### src/rtl/if_fetch_stage.sv
// Instruction-fetch stage: owns the fetch PC, issues one request at a time on the
// req/gnt/rvalid instruction port, and presents one instruction at a time to IF/ID.
//
// state | meaning
// ------+--------------------------------------------------------------
// REQ   | request pc on imem; no access outstanding
// WAIT  | request granted, waiting for imem_rvalid
// HOLD  | response parked in skid because IF/ID was stalled
// DRAIN | redirected while a request was outstanding; drop its response
module if_fetch_stage #(
    parameter logic [31:0] RESET_PC  = 32'h0000_0000,
    parameter logic [31:0] NOP_INSTR = 32'h0000_0013
) (
    input  logic        clk,
    input  logic        rst_n,
    input  logic        pc_stall,
    input  logic        redirect_valid,
    input  logic [31:0] redirect_pc,
    output logic        imem_req,
    output logic [31:0] imem_addr,
    input  logic        imem_gnt,
    input  logic        imem_rvalid,
    input  logic [31:0] imem_rdata,
    output logic        fetch_valid,
    output logic [31:0] fetch_pc,
    output logic [31:0] fetch_instr
);

    typedef enum logic [1:0] {S_REQ, S_WAIT, S_HOLD, S_DRAIN} state_t;

    state_t      state, state_nx;
    logic [31:0] pc, pc_nx;
    logic [31:0] skid_pc, skid_pc_nx;
    logic [31:0] skid_instr, skid_instr_nx;
    logic        fetch_valid_nx;
    logic [31:0] fetch_pc_nx;
    logic [31:0] fetch_instr_nx;
    logic        slot_free;
    logic        unused_redirect_lsb;

    // Targets are word aligned; the low address bits carry no information.
    assign unused_redirect_lsb = ^redirect_pc[1:0];

    assign slot_free = !fetch_valid || !pc_stall;
    assign imem_req  = (state == S_REQ) && !redirect_valid;
    assign imem_addr = pc;

    always_comb begin
        state_nx       = state;
        pc_nx          = pc;
        skid_pc_nx     = skid_pc;
        skid_instr_nx  = skid_instr;
        fetch_valid_nx = fetch_valid;
        fetch_pc_nx    = fetch_pc;
        fetch_instr_nx = fetch_instr;

        if (slot_free) begin
            fetch_valid_nx = 1'b0;
            fetch_instr_nx = NOP_INSTR;
        end

        if (redirect_valid) begin
            pc_nx          = {redirect_pc[31:2], 2'b00};
            fetch_valid_nx = 1'b0;
            fetch_instr_nx = NOP_INSTR;
            skid_pc_nx     = '0;
            skid_instr_nx  = '0;
            if ((state == S_WAIT || state == S_DRAIN) && !imem_rvalid)
                state_nx = S_DRAIN;
            else
                state_nx = S_REQ;
        end else begin
            case (state)
                S_REQ: begin
                    if (imem_gnt && imem_req)
                        state_nx = S_WAIT;
                end
                S_WAIT: begin
                    if (imem_rvalid) begin
                        pc_nx = pc + 32'd4;
                        if (slot_free) begin
                            fetch_valid_nx = 1'b1;
                            fetch_pc_nx    = pc;
                            fetch_instr_nx = imem_rdata;
                            state_nx       = S_REQ;
                        end else begin
                            skid_pc_nx    = pc;
                            skid_instr_nx = imem_rdata;
                            state_nx      = S_HOLD;
                        end
                    end
                end
                S_HOLD: begin
                    if (slot_free) begin
                        fetch_valid_nx = 1'b1;
                        fetch_pc_nx    = skid_pc;
                        fetch_instr_nx = skid_instr;
                        state_nx       = S_REQ;
                    end
                end
                S_DRAIN: begin
                    if (imem_rvalid)
                        state_nx = S_REQ;
                end
                default: state_nx = S_REQ;
            endcase
        end
    end

    always_ff @(posedge clk or negedge rst_n) begin
        if (!rst_n) begin
            state       <= S_REQ;
            pc          <= RESET_PC;
            skid_pc     <= '0;
            skid_instr  <= '0;
            fetch_valid <= 1'b0;
            fetch_pc    <= '0;
            fetch_instr <= NOP_INSTR;
        end else begin
            state       <= state_nx;
            pc          <= pc_nx;
            skid_pc     <= skid_pc_nx;
            skid_instr  <= skid_instr_nx;
            fetch_valid <= fetch_valid_nx;
            fetch_pc    <= fetch_pc_nx;
            fetch_instr <= fetch_instr_nx;
        end
    end

endmodule

### config.mk
export PLATFORM = sky130hd
export DESIGN_NAME = if_fetch_stage
export DESIGN_NICKNAME = d
export VERILOG_FILES = /design/src/rtl/if_fetch_stage.sv
export SDC_FILE = /design/constraint.sdc
export NUM_CORES = 1
export LEC_CHECK = 0
export BUFFER_PORTS_ARGS = -buffer_cell sky130_fd_sc_hd__buf_2
export CAP_MARGIN = 25
export CORE_ASPECT_RATIO = 1.75
export CORE_MARGIN = 5
export CORE_UTILIZATION = 61
export CTS_BUF_LIST = sky130_fd_sc_hd__clkbuf_4 sky130_fd_sc_hd__clkbuf_8
export DETAILED_ROUTE_END_ITERATION = 10
export HOLD_SLACK_MARGIN = 0.08
export PLACE_DENSITY = 0.95
export SKIP_LAST_GASP = 1
export SLEW_MARGIN = 40
export SYNTH_ARGS = -nofsm -noshare
export SYNTH_HDL_FRONTEND = slang
export SYNTH_SLANG_ARGS = --single-unit
### constraint.sdc
create_clock -name clk -period 4.7 [get_ports clk]
set_input_delay 0.705 -clock clk [delete_from_list [all_inputs] [get_ports clk]]
set_output_delay 0.705 -clock clk [all_outputs]
set_load 0.01 [all_outputs]
==> results.yml <==
status:
  outcome: "complete, no violations"
cts:
  htreeDepth: 4
  cts_tree: "yes"
  cts-hold-fix-buffers: 0
  cts_resized: 0
  clkSlewWorstSetupHoldPaths_ns: 0.09
  clock_sinks: 159
  insertion_delay_ns: 0.44
  post-cts-setup-buffers: 0
  clk_path_buf_depth: 2
  cts_made_buffers: 17
  root_buffer: "clkbuf_8"
sta:
  finalClockSkew_ns: 0.0152
  slew-limit-headroom_pct: 53.4
  setup_slack_ns: 2.03
  max_slew.worst_pin.slew_ns: 0.697
  finalCriticalPeriod_ns: 2.67
  hold_viol: 0
  grt_setup_unrepaired: "no"
  fin_crit_sh_pct: 56.7
  maxSlewViolCount: 0
  setup_violations: 0
  fin_tns_setup_ns: 0
  fmax_mhz: 375
placed_design:
  portBuffers: 163
  pre_cts_ws_ns: 1.99
  dp_cells: 1011
  dp_hpwl_um: 13500
  gp_congestion: 0.827
run:
  max-cap-violations: 0
synthesis:
  synth-compound-area-share_pct: 24.9
  synthArstFlopShare_pct: 100
  syn_area_um2: 7760
  avgSynthCellArea_um2: 10.6
  synthXorXnorAreaFrac_pct: 1.24
  seq_area_frac_synth_pct: 51.3
  yosys.area_share.adder_pct: 0.967
  synth.area.mux_share_pct: 8.20
  synth-seq-cells: 159
  synthSimpleGateAreaFrac_pct: 9.33
  synth_top_family_by_area: "compound AO/OA/AOI/OAI gates"
  synth_warnings: 0
  ys_types: 44
  synth-edff-count: 0
  syn_inst: 735
  ys.flop_type: "dfrtp_1"
floorplanning:
  initial_core_util_pct: 62.1
  rows: 54
  die_area_um2: 15200
  dieHeight_um: 159
  io_pins: 168
  core_um2: 12500
  die_w_um: 95.3
global_routing:
  track_usage_pct: 27.3
  antenna_found_initial: 1
  grt_overflow_total: 0
  grt_pass1_vias: 6617
  grt_max_degree: 88
  grt_pass1_wl_um: 33100
route:
  wl_um: 20400
  first_pass_iters: 7
  drc: 0
  avgViaCountPerCell: 6.42
  via_count: 6700
  drt_first_iter_violations: 377
  ant_nets: 0
  wire_per_inst_um: 19.6
critical_path:
  crit_cells: 4
  critical_path_arrival_ns: 1.96
  reg2reg_depth: 6
  critical-path-top-delay-family: "buffers and inverters"
  cp_slowest_cell: "buf_4"
  crit_start: "redirect_valid"
  cp_common_cell: "buf_2"
  rrSetupSlack_ns: 2.09
  required_ns: 3.99
  reg2reg_to: "imem_addr[20]$_DFFE_PN0P_"
  endpoint: "imem_req"
  regToRegStartpoint: "state[1]$_DFFE_PN0P_"
  cp_num_buf_inv: 3
  cp-start-kind: "input pin"
  path_cells: "buf_2 > buf_4 > nor2b_1 > buf_2"
  path_max_fanout: 41
  slowest_delay_ns: 0.51
  critPathKind: "input pin to output pin"
  critPathCaptureType: "output pin"
hold_path:
  hp-class: "input pin to async pin"
finish:
  layout-drive-gt1-share_pct: 28.7
  area_growth_pct: 17.5
  layoutNonFillerInstCount: 1044
  nNetsFinal: 938
power:
  vdd.ir_drop.worst_v: 0.000281
  p_per_area_nw_per_um2: 522
  p_leak_uw: 0.00421
[per-layer routing]
metal / vias to the layer above / GRT usage (%) / routed length (µm) / part of all wire, %
li1: 3027 / - / - / -
met1: 3336 / 33.5 / 7690 / 38
met2: 302 / 46.8 / 11000 / 54
met3: 35 / 4.21 / 1270 / 6.2
met4: 0 / 11.4 / 460 / 2.2
met5: - / 0 / 0 / 0
[worst min-delay path by stage]
stage                             start  slack (ns)  cells past startpoint                         to
4_1_cts                           rst_n        0.33                      1    skid_pc[27]$_DFFE_PN0P_
6_report                          rst_n        0.30                      1    skid_pc[30]$_DFFE_PN0P_
3_5_place_dp   fetch_pc[27]$_DFFE_PN0P_        0.46                      2   fetch_pc[27]$_DFFE_PN0P_
5_1_grt                           rst_n        0.33                      1    skid_pc[30]$_DFFE_PN0P_
2_1_floorplan                     rst_n        0.41                      0  fetch_instr[10]$_DFF_PN0_
3_3_place_gp   fetch_pc[26]$_DFFE_PN0P_        0.46                      2   fetch_pc[26]$_DFFE_PN0P_
[cell families (layout without fill, tap and decap cells)]
group | after synthesis | after routing
xor gates and xnor gates | 11 | 11
buffers and inverters | 79 | 218
AOI/OAI and AO/OA | 273 | 273
other | 1 | 3
and+or+nand+nor | 146 | 146
muxes | 60 | 60
adders and majority gates | 6 | 6
DFF | 159 | 159
[area by class of cell]
class	instances	area [µm²]
Timing Repair Buffer	178	970
Sequential cell	159	3980
Antenna cell	1	2.50
Multi-Input combinational cell	498	3530
Fill cell	915	3380
Clock buffer	20	263
Tap cell	168	210
Clock inverter	12	136
Inverter	8	30.0
[worst reg2reg max path: stages, from the launching register on]
cell	delay, ns
dfrtp_1	0.46
inv_1	0.15
ha_2	0.23
nand3_2	0.13
or4_1	0.80
or4_1	0.59
a31oi_1	0.17
[cells in the final DEF (no fill, tap or decap), drive strengths merged, types with 2 or more instances in the layout]
master and instances:
or3 7, clkbuf 21, xnor2 9, mux2i 31
o211ai 2, xor2 2, and2 2, and4 2
a22o 90, a211oi 30, nor2b 2, ha 6
a22oi 29, o21ai 52, a21oi 32, nand4 10
dfrtp 156, nand2 58, o31ai 10, a31oi 19
a221oi 3, nor4 4, mux2 29, clkinv 3
conb 2, inv 9, nor2 22, and3 7
nor3 5, or4 13, dfstp 3, clkinvlp 6
bufinv 2, buf 177, nand3 12
[report_power, final]
part | internal (µW) | total (µW) | switching, µW
sequential | 1680 | 1960 | 284
combinational | 694 | 1790 | 1090
clock | 501 | 1020 | 515
total | 2870 | 4760 | 1890
[state kept, by name, indices dropped and copies added (netlist names)]
register and cells:
fetch_valid 1, imem_addr 30, fetch_pc 31, fetch_instr 32, skid_pc 31, skid_instr 32, state 2
[synthesized netlist by cell type (2+ instances only)]
library cell	number	area, µm²
or4_1	13	97.6
buf_4	3	22.5
a22oi_1	29	218
nand2_1	58	218
nor2b_1	2	12.5
and4_1	2	17.5
and3_1	7	43.8
nor3_1	5	25.0
a22o_1	90	788
a211oi_1	30	225
dfrtp_1	156	3900
nand3_2	2	20.0
a21oi_1	32	160
buf_2	3	15.0
nand3_1	10	50.1
o211ai_1	2	15.0
xnor2_1	9	78.8
a31oi_1	19	119
buf_1	6	22.5
o21ai_0	52	260
mux2i_1	31	310
ha_1	6	75.1
nor4_1	4	25.0
or3_1	7	43.8
mux2_2	29	327
xor2_1	2	17.5
nand4_1	10	62.6
o31ai_1	10	75.1
inv_1	7	26.3
clkbuf_1	59	221
a221oi_1	3	26.3
nor2_1	22	82.6
dfstp_2	3	78.8
and2_1	2	12.5
[through the flow]
stage | hold WS [ns] | util [%] | total power [µW] | cell area, µm²
2_1_floorplan | 0.409 | - | 3060 | 7770
3_3_place_gp | 0.456 | 69.3 | 3670 | 8660
3_5_place_dp | 0.465 | 69.7 | 3770 | 8720
4_1_cts | 0.326 | 72.9 | 4780 | 9120
5_1_grt | 0.331 | 73.0 | 5040 | 9120
6_report | 0.299 | 73.0 | 4760 | 9120
No activity file was read; power rests on OpenSTA's default activity.
